$ cat config.mk
export PLATFORM = sky130hd
export DESIGN_NAME = mem_arbiter_flat
export DESIGN_NICKNAME = d
export VERILOG_FILES = /design/src/rtl/mem_arbiter_if.sv /design/src/rtl/mem_arbiter.sv /design/src/flat_wrapper.sv
export SDC_FILE = /design/constraint.sdc
export NUM_CORES = 1
export LEC_CHECK = 0
export BUFFER_PORTS_ARGS = -buffer_cell sky130_fd_sc_hd__buf_4
export CORE_ASPECT_RATIO = 0.5
export CORE_UTILIZATION = 30
export DETAILED_ROUTE_END_ITERATION = 6
export SLEW_MARGIN = 10
export SYNTH_ARGS = -nofsm -noshare
export SYNTH_HDL_FRONTEND = slang
export SYNTH_SLANG_ARGS = --single-unit
$ cat constraint.sdc
create_clock -name clk -period 2.2 [get_ports clk]
set_input_delay 0.11 -clock clk [delete_from_list [all_inputs] [get_ports clk]]
set_output_delay 0.11 -clock clk [all_outputs]
set_load 0.02 [all_outputs]
$ cat src/rtl/mem_arbiter_if.sv
// mem_arbiter_if: one requester channel (request/command/address/write data, ack/read data)
// master: the requesting side (CPU or I/O); slave: the arbiter side.
`timescale 1ns/1ps
interface mem_arbiter_if;
    logic        req;
    logic [1:0]  cmd;
    logic [8:0]  addr;
    logic [15:0] wdata;
    logic        ack;
    logic [15:0] rdata;
    modport master (output req, cmd, addr, wdata, input ack, rdata);
    modport slave  (input req, cmd, addr, wdata, output ack, rdata);
endinterface

$ cat src/rtl/mem_arbiter.sv
// mem_arbiter: round-robin arbiter sharing one single-port 512x16 RAM between a CPU and an I/O master.
// Ports: clk, reset (async, active low); cpu/io requester channels (mem_arbiter_if.slave);
// mem_cmd/mem_addr/mem_wdata/mem_rdata RAM port; owner = current/last granted master (0 CPU, 1 I/O);
// busy = FSM not idle.
`timescale 1ns/1ps
module mem_arbiter (
    input  logic         clk,
    input  logic         reset,
    mem_arbiter_if.slave cpu,
    mem_arbiter_if.slave io,
    output logic [1:0]   mem_cmd,
    output logic [8:0]   mem_addr,
    output logic [15:0]  mem_wdata,
    input  logic [15:0]  mem_rdata,
    output logic         owner,
    output logic         busy
);
    localparam logic [1:0] MWRITE = 2'b00, MREAD = 2'b01, MNONE = 2'b10;
    typedef enum logic [2:0] {IDLE, RD1, RD2, WR, ACK} state_t;
    state_t      state, state_nx;
    logic        last, any_req, grant_io;
    logic [1:0]  win_cmd;
    logic [15:0] cpu_rdata, io_rdata;
    assign any_req  = cpu.req | io.req;
    // on a tie the master that was not served last wins
    assign grant_io = io.req & (~cpu.req | ~last);
    assign win_cmd  = grant_io ? io.cmd : cpu.cmd;
    always_comb begin
        state_nx = IDLE;
        mem_cmd  = MNONE;
        case (state)
            IDLE: state_nx = !any_req ? IDLE : win_cmd == MREAD ? RD1 : win_cmd == MWRITE ? WR : ACK;
            RD1: begin
                mem_cmd  = MREAD;
                state_nx = RD2;
            end
            RD2: begin
                mem_cmd  = MREAD;
                state_nx = ACK;
            end
            WR: begin
                mem_cmd  = MWRITE;
                state_nx = ACK;
            end
            default: state_nx = IDLE;
        endcase
    end
    always_ff @(posedge clk or negedge reset) begin
        if (!reset) begin
            state     <= IDLE;
            last      <= 1'b1;
            owner     <= 1'b0;
            mem_addr  <= '0;
            mem_wdata <= '0;
            cpu_rdata <= '0;
            io_rdata  <= '0;
        end else begin
            state <= state_nx;
            if (state == IDLE && any_req) begin
                owner     <= grant_io;
                last      <= grant_io;
                mem_addr  <= grant_io ? io.addr : cpu.addr;
                mem_wdata <= grant_io ? io.wdata : cpu.wdata;
            end
            if (state == RD2 && !owner)
                cpu_rdata <= mem_rdata;
            if (state == RD2 && owner)
                io_rdata <= mem_rdata;
        end
    end
    assign cpu.ack   = state == ACK && !owner;
    assign io.ack    = state == ACK && owner;
    assign cpu.rdata = cpu_rdata;
    assign io.rdata  = io_rdata;
    assign busy      = state != IDLE;
endmodule

$ cat src/flat_wrapper.sv
// flat-port wrapper written by rule: the top's interface ports become plain ports
module mem_arbiter_flat 
  (clk, reset, mem_cmd, mem_addr, mem_wdata, mem_rdata, owner, busy, cpu_req, cpu_cmd, cpu_addr, cpu_wdata, cpu_ack, cpu_rdata, io_req, io_cmd, io_addr, io_wdata, io_ack, io_rdata);
  mem_arbiter_if cpu_i ();
  mem_arbiter_if io_i ();
  input  logic clk;
  input  logic reset;
  output logic [1:0] mem_cmd;
  output logic [8:0] mem_addr;
  output logic [15:0] mem_wdata;
  input  logic [15:0] mem_rdata;
  output logic owner;
  output logic busy;
  input wire logic [$bits(cpu_i.req)-1:0] cpu_req;
  input wire logic [$bits(cpu_i.cmd)-1:0] cpu_cmd;
  input wire logic [$bits(cpu_i.addr)-1:0] cpu_addr;
  input wire logic [$bits(cpu_i.wdata)-1:0] cpu_wdata;
  output wire logic [$bits(cpu_i.ack)-1:0] cpu_ack;
  output wire logic [$bits(cpu_i.rdata)-1:0] cpu_rdata;
  input wire logic [$bits(io_i.req)-1:0] io_req;
  input wire logic [$bits(io_i.cmd)-1:0] io_cmd;
  input wire logic [$bits(io_i.addr)-1:0] io_addr;
  input wire logic [$bits(io_i.wdata)-1:0] io_wdata;
  output wire logic [$bits(io_i.ack)-1:0] io_ack;
  output wire logic [$bits(io_i.rdata)-1:0] io_rdata;
  assign cpu_i.req = cpu_req;
  assign cpu_i.cmd = cpu_cmd;
  assign cpu_i.addr = cpu_addr;
  assign cpu_i.wdata = cpu_wdata;
  assign cpu_ack = cpu_i.ack;
  assign cpu_rdata = cpu_i.rdata;
  assign io_i.req = io_req;
  assign io_i.cmd = io_cmd;
  assign io_i.addr = io_addr;
  assign io_i.wdata = io_wdata;
  assign io_ack = io_i.ack;
  assign io_rdata = io_i.rdata;
  mem_arbiter u_core (.clk(clk), .reset(reset), .cpu(cpu_i), .io(io_i), .mem_cmd(mem_cmd), .mem_addr(mem_addr), .mem_wdata(mem_wdata), .mem_rdata(mem_rdata), .owner(owner), .busy(busy));
endmodule
==> results_dict.tcl, run 1 <==
set metrics [dict create \
    hold_viol 0 \
    antenna_found_initial 0 \
    wl_mm 6.26 \
    setup_violations 0 \
    grt_use_total_pct 13.8 \
    cts_buffers 9 \
    final_cell_mix "141 x buf_4, 81 x mux2_2, 61 x dfrtp_1" \
    hold_buffers 2 \
    grt_pass1_wl_mm 9.94 \
    yosysUniqueCellTypes 25 \
    crit_top_cell "buf_4" \
    setup_tns_ns 0 \
    rsz0062_at_grt "no" \
    fin_ws_ns 0.372 \
    synthCells 178 \
    grt_pass1_vias 2057 \
    startpoint_type "input port" \
    dp_slack_ns 0.389 \
    ant_nets 0 \
    cts.repair.resized 0 \
    holdWs_ns 0.0223 \
    reg2reg_depth 4 \
    final_cells 445 \
    htreeDepth 3 \
    totalPowerFinal_mw 6.66 \
    dr.pass1.iters 4 \
    clock_sinks 62 \
    worst_pin_slew_ns 0.767 \
    cp_top_family "buffers and inverters" \
    drive_above_1_share_pct 74.4 \
    num_antenna_cells 0 \
    drt_iter0_drc 36 \
    powerDensity_nw_per_um2 1580 \
    synth-seq-area-share_pct 56.9 \
    die_h_um 69.5 \
    final_area_um2 4210 \
    clock_path_buffers 2 \
    post-synth-top-area-cell "dfrtp_1" \
    arrival_ns 2.02 \
    start_util_pct 31.1 \
    path_cells "dlygate4sd3_1 > buf_4 > o21ai_2 > buf_4 > mux2_2" \
    yosysWarnings 0 \
    clockRootBuffer "clkbuf_16" \
    status "finished, final reports clean" \
    min_path_type "input port to flop" \
    cp_num_cells 5 \
    avgSynthCellArea_um2 15.3 \
    whs_path_depth 2 \
    fin_util_pct 48.0 \
    port_buffers 136 \
    clk-insertion-delay-late_ns 0.32 \
    num_rows 24 \
    power.leakage_nw 1.98 \
    vdd_drop_max_v 0.000542 \
    dp_hpwl_mm 4.76 \
    crit_type "input port to flop" \
    wl_per_cell_um 14.1 \
    grt_max_degree 63 \
    die_area_um2 9510 \
    drc 0 \
    period_minus_slack_ns 1.83 \
    yosysTopAreaCellShare_pct 55.9 \
    crit_slowest_cell "dlygate4sd3_1" \
    final_nets 397 \
    viasPerCell 4.44 \
    final_common_cell "buf_4" \
    cts_tree "yes" \
    slowest_delay_ns 0.54 \
    synth_area_um2 2730 \
    worst-path-buf-inv 3 \
    crit_path_max_fanout 18 \
    clk_pin_slew_ns 0.05 \
    endpoint_kind "flop" \
    maxSlewHeadroom_pct 48.8 \
    syn-num-nets 252 \
    routabilityCongestion 0.720 \
    synth_seq_cells 62 \
    period_share_pct 83.1 \
    max_cap_violations 0 \
    syn_to_final_growth_pct 54.3 \
    place_area_um2 3880 \
    yosys-top-cells-area "dfrtp_1 56%, mux2_2 33%, buf_6 1.2%" \
    pin_count 137 \
    overflow 0 \
    die_w_um 137 \
    core_um2 8770 \
    skew_ns 0.00404 \
    postCtsSetupBuffers 0 \
    cp_data_required_time_ns 2.40 \
    dp_cells 427 \
    vias 1978 \
    max_freq_mhz 547 \
    maxSlewViolCount 0 \
]
-- power breakdown --
part / switching (mW) / total (mW) / internal (mW)
sequential: 0.363 / 2.10 / 1.73
combinational: 1.51 / 3.09 / 1.58
clock: 0.457 / 1.47 / 1.02
total: 2.33 / 6.66 / 4.33
-- worst register-to-register path, delay by kind of cell, from the launching register on --
kind	cells	cell delay, ns
AO/OA/AOI/OAI	1	0.26
AND/OR/NAND/NOR	1	0.09
buffers and inverters	1	0.37
flip-flops	1	0.58
multiplexers	1	0.37
-- registers in the layout, summed over array words and instances (netlist names) --
signal            cells
u_core.last           1
u_core.mem_addr       9
u_core.cpu.rdata     16
u_core.state          3
u_core.owner          1
u_core.mem_wdata     16
u_core.io.rdata      16
-- path summary, 6_finish.rpt --
check / start / to / slack [ns]
worst min register to register: u_core.mem_wdata[3] / u_core.mem_wdata[3] / 0.50
worst min-delay path: mem_rdata[2] / u_core.cpu.rdata[2] / 0.02
max in group asynchronous: reset / u_core.mem_wdata[8] / 1.28
min in group asynchronous: reset / u_core.cpu.rdata[6] / 0.42
worst max register to register: u_core.state[2] / u_core.mem_addr[7] / 0.41
worst max-delay path: cpu_req / u_core.mem_addr[7] / 0.37
-- cell families after synthesis --
logic type | share of synthesized area (%)
compound gates | 1.83
buf+inv | 2.70
flops | 56.9
mux | 34.6
simple gates | 4.03
-- synth_stat cells --
library cell,number
dfstp_2,1
and3_1,1
mux2i_1,2
nand2_1,2
nor2_1,4
mux2_2,81
inv_1,1
o22ai_1,2
inv_2,1
buf_6,3
mux2_1,1
a21boi_0,1
buf_2,5
dfrtp_1,61
or2b_1,1
buf_4,1
a22o_1,1
o21ai_1,1
a31oi_1,1
or2_2,1
nor4_4,1
nor2b_1,1
nor4b_4,1
nor3_4,1
a21oi_1,2
-- metal layers --
| metal | share of wire, % | GRT usage, % |
|---|---|---|
| met1 | 37 | 14.1 |
| met2 | 57 | 25.8 |
| met3 | 5.1 | 5.19 |
| met4 | 0.94 | 4.64 |
| met5 | 0 | 0 |
-- cell type report --
| cell class | instances | area (µm²) |
|---|---|---|
| multi-input combinational | 105 | 1110 |
| inverter | 2 | 7.51 |
| clock inverter | 4 | 70.1 |
| clock buffer | 12 | 246 |
| timing repair buffer | 143 | 1080 |
| tap | 117 | 146 |
| fill | 831 | 4560 |
| sequential | 62 | 1550 |
Power figures use the tool's default switching activity.
==> inputs of run 2 (changes only) <==
==> constraint.sdc (replaced) <==
create_clock -name clk -period 1.9 [get_ports clk]
set_input_delay 0.095 -clock clk [delete_from_list [all_inputs] [get_ports clk]]
set_output_delay 0.095 -clock clk [all_outputs]
set_load 0.02 [all_outputs]
==> run 2 against run 1 <==
Net effect:
- critical endpoint is now u_core.mem_wdata[2]
- critical path depth up 1
- largest power group unchanged
- largest cell class unchanged
- critical path type unchanged
- global-route usage up 0.65 points
- utilization up 0.17 points
==> results_dict.tcl, run 2 (synthesis gave the netlist of run 1 again) <==
set metrics [dict create \
    ant_nets 0 \
    grt_max_degree 63 \
    clk_pin_slew_ns 0.05 \
    p_clk_share_pct 22.5 \
    p_switching_mw 2.70 \
    crit_path_max_fanout 15 \
    sw_frac_of_total_pct 34.7 \
    final_cell_mix "142 x buf_4, 81 x mux2_2, 61 x dfrtp_1" \
    syn_to_final_growth_pct 54.9 \
    viasPerCell 4.49 \
    clk-insertion-delay-late_ns 0.32 \
    worst_pin_slew_ns 0.767 \
    p_comb_share_pct 46.1 \
    cts_tree "yes" \
    final_cells 445 \
    min_path_type "input port to flop" \
    num_rows 24 \
    startpoint_type "input port" \
    crit_type "input port to flop" \
    dp_cells 428 \
    start_util_pct 31.1 \
    clock_path_buffers 2 \
    core_um2 8770 \
    die_h_um 69.5 \
    dp_hpwl_mm 4.78 \
    status "finished, final reports clean" \
    drc 0 \
    arrival_ns 1.79 \
    num_antenna_cells 0 \
    wl_mm 6.28 \
    cp_data_required_time_ns 2.10 \
    dr.pass1.iters 4 \
    htreeDepth 3 \
    power.leakage_nw 1.98 \
    die_area_um2 9510 \
    powerDensity_nw_per_um2 1840 \
    grt_pass1_vias 2152 \
    routabilityCongestion 0.730 \
    reg2reg_slack_ns 0.33 \
    drive_above_1_share_pct 74.7 \
    num-fill-cells 800 \
    intPower_mw 5.06 \
    cts_buffers 9 \
    period_minus_slack_ns 1.59 \
    vdd_drop_max_v 0.000722 \
    overflow 0 \
    antenna_found_initial 0 \
    grt_use_total_pct 14.5 \
    clock_sinks 62 \
    clockRootBuffer "clkbuf_16" \
    drt_iter0_drc 54 \
    wl_per_cell_um 14.1 \
    maxSlewHeadroom_pct 48.8 \
    hold_viol 0 \
    setup_violations 0 \
    port_buffers 136 \
    skew_ns 0.00589 \
    grt_pass1_wl_mm 10.5 \
    die_w_um 137 \
    final_common_cell "buf_4" \
    maxSlewViolCount 0 \
    seqPwrFrac_pct 31.4 \
    max_cap_violations 0 \
    setup_tns_ns 0 \
    final_nets 398 \
    endpoint_kind "flop" \
    pin_count 137 \
    max_freq_mhz 627 \
    vias 1998 \
    period_share_pct 83.9 \
    rsz0062_at_grt "no" \
]
[run 2: worst max-delay path: stages]
cell and delay [ns]:
dlygate4sd3_1 0.54, buf_4 0.15, a21boi_2 0.13, buf_4 0.24, mux2_2 0.37, mux2_2 0.26
[run 2: final timing paths]
check	start	to	cells past startpoint
worst max register to register	u_core.state[1]	u_core.io.rdata[3]	4
worst max-delay path	cpu_req	u_core.mem_wdata[2]	6
max in group asynchronous	reset	u_core.mem_wdata[12]	2
worst min register to register	u_core.mem_wdata[11]	u_core.mem_wdata[11]	1
min in group asynchronous	reset	u_core.cpu.rdata[5]	2
worst min-delay path	mem_rdata[0]	u_core.io.rdata[0]	2
[run 2: repair_timing]
action                                  in CTS  in global routing
endpoints found under the setup margin       0                  0
resized for setup                            0                  0
hold buffers                                 2                  0
setup buffers                                0                  0
hold endpoints to repair                    62                  0
[run 2: per-layer routing]
layer	routed length, µm	GRT usage (%)	vias to the layer above
met5	0	0	-
met4	116	6.23	0
met3	276	3.80	13
met2	3390	25.9	49
met1	2500	16.2	1002
li1	-	-	934
[run 2: final cells by class]
cell class / count / area (µm²) / area share [%]
clock inverters: 3 / 67.6 / 1.60
flip-flops and latches: 62 / 1550 / 36.7
repair buffers: 144 / 1090 / 25.7
well taps: 117 / 146 / 3.46
clock buffers: 12 / 256 / 6.07
inverters: 2 / 7.51 / 0.178
multi-input cells: 105 / 1110 / 26.3
[run 2: per-stage QoR]
stage	worst slack (ns)	hold WS, ns	total power [mW]	instance area [µm²]	utilization (%)
after floorplan	0.250	-0.201	4.56	2730	-
after global routing	0.234	0.00274	8.21	4230	48.2
final	0.306	0.0143	7.76	4230	48.2
after global placement	0.356	0.222	6.01	3880	44.3
after detailed placement	0.326	0.229	6.10	3880	44.3
after CTS	0.307	0.000886	7.88	4230	48.2
[run 2: power by group through the flow]
| stage | clock, mW | sequential (mW) | combinational [mW] |
|---|---|---|---|
| finish | 1.74 | 2.44 | 3.58 |
| global route | 1.86 | 2.54 | 3.80 |
| CTS | 1.79 | 2.45 | 3.64 |
| detailed placement | 0 | 2.46 | 3.64 |
| global placement | 0 | 2.44 | 3.56 |
| floorplan | 0 | 3.15 | 1.41 |
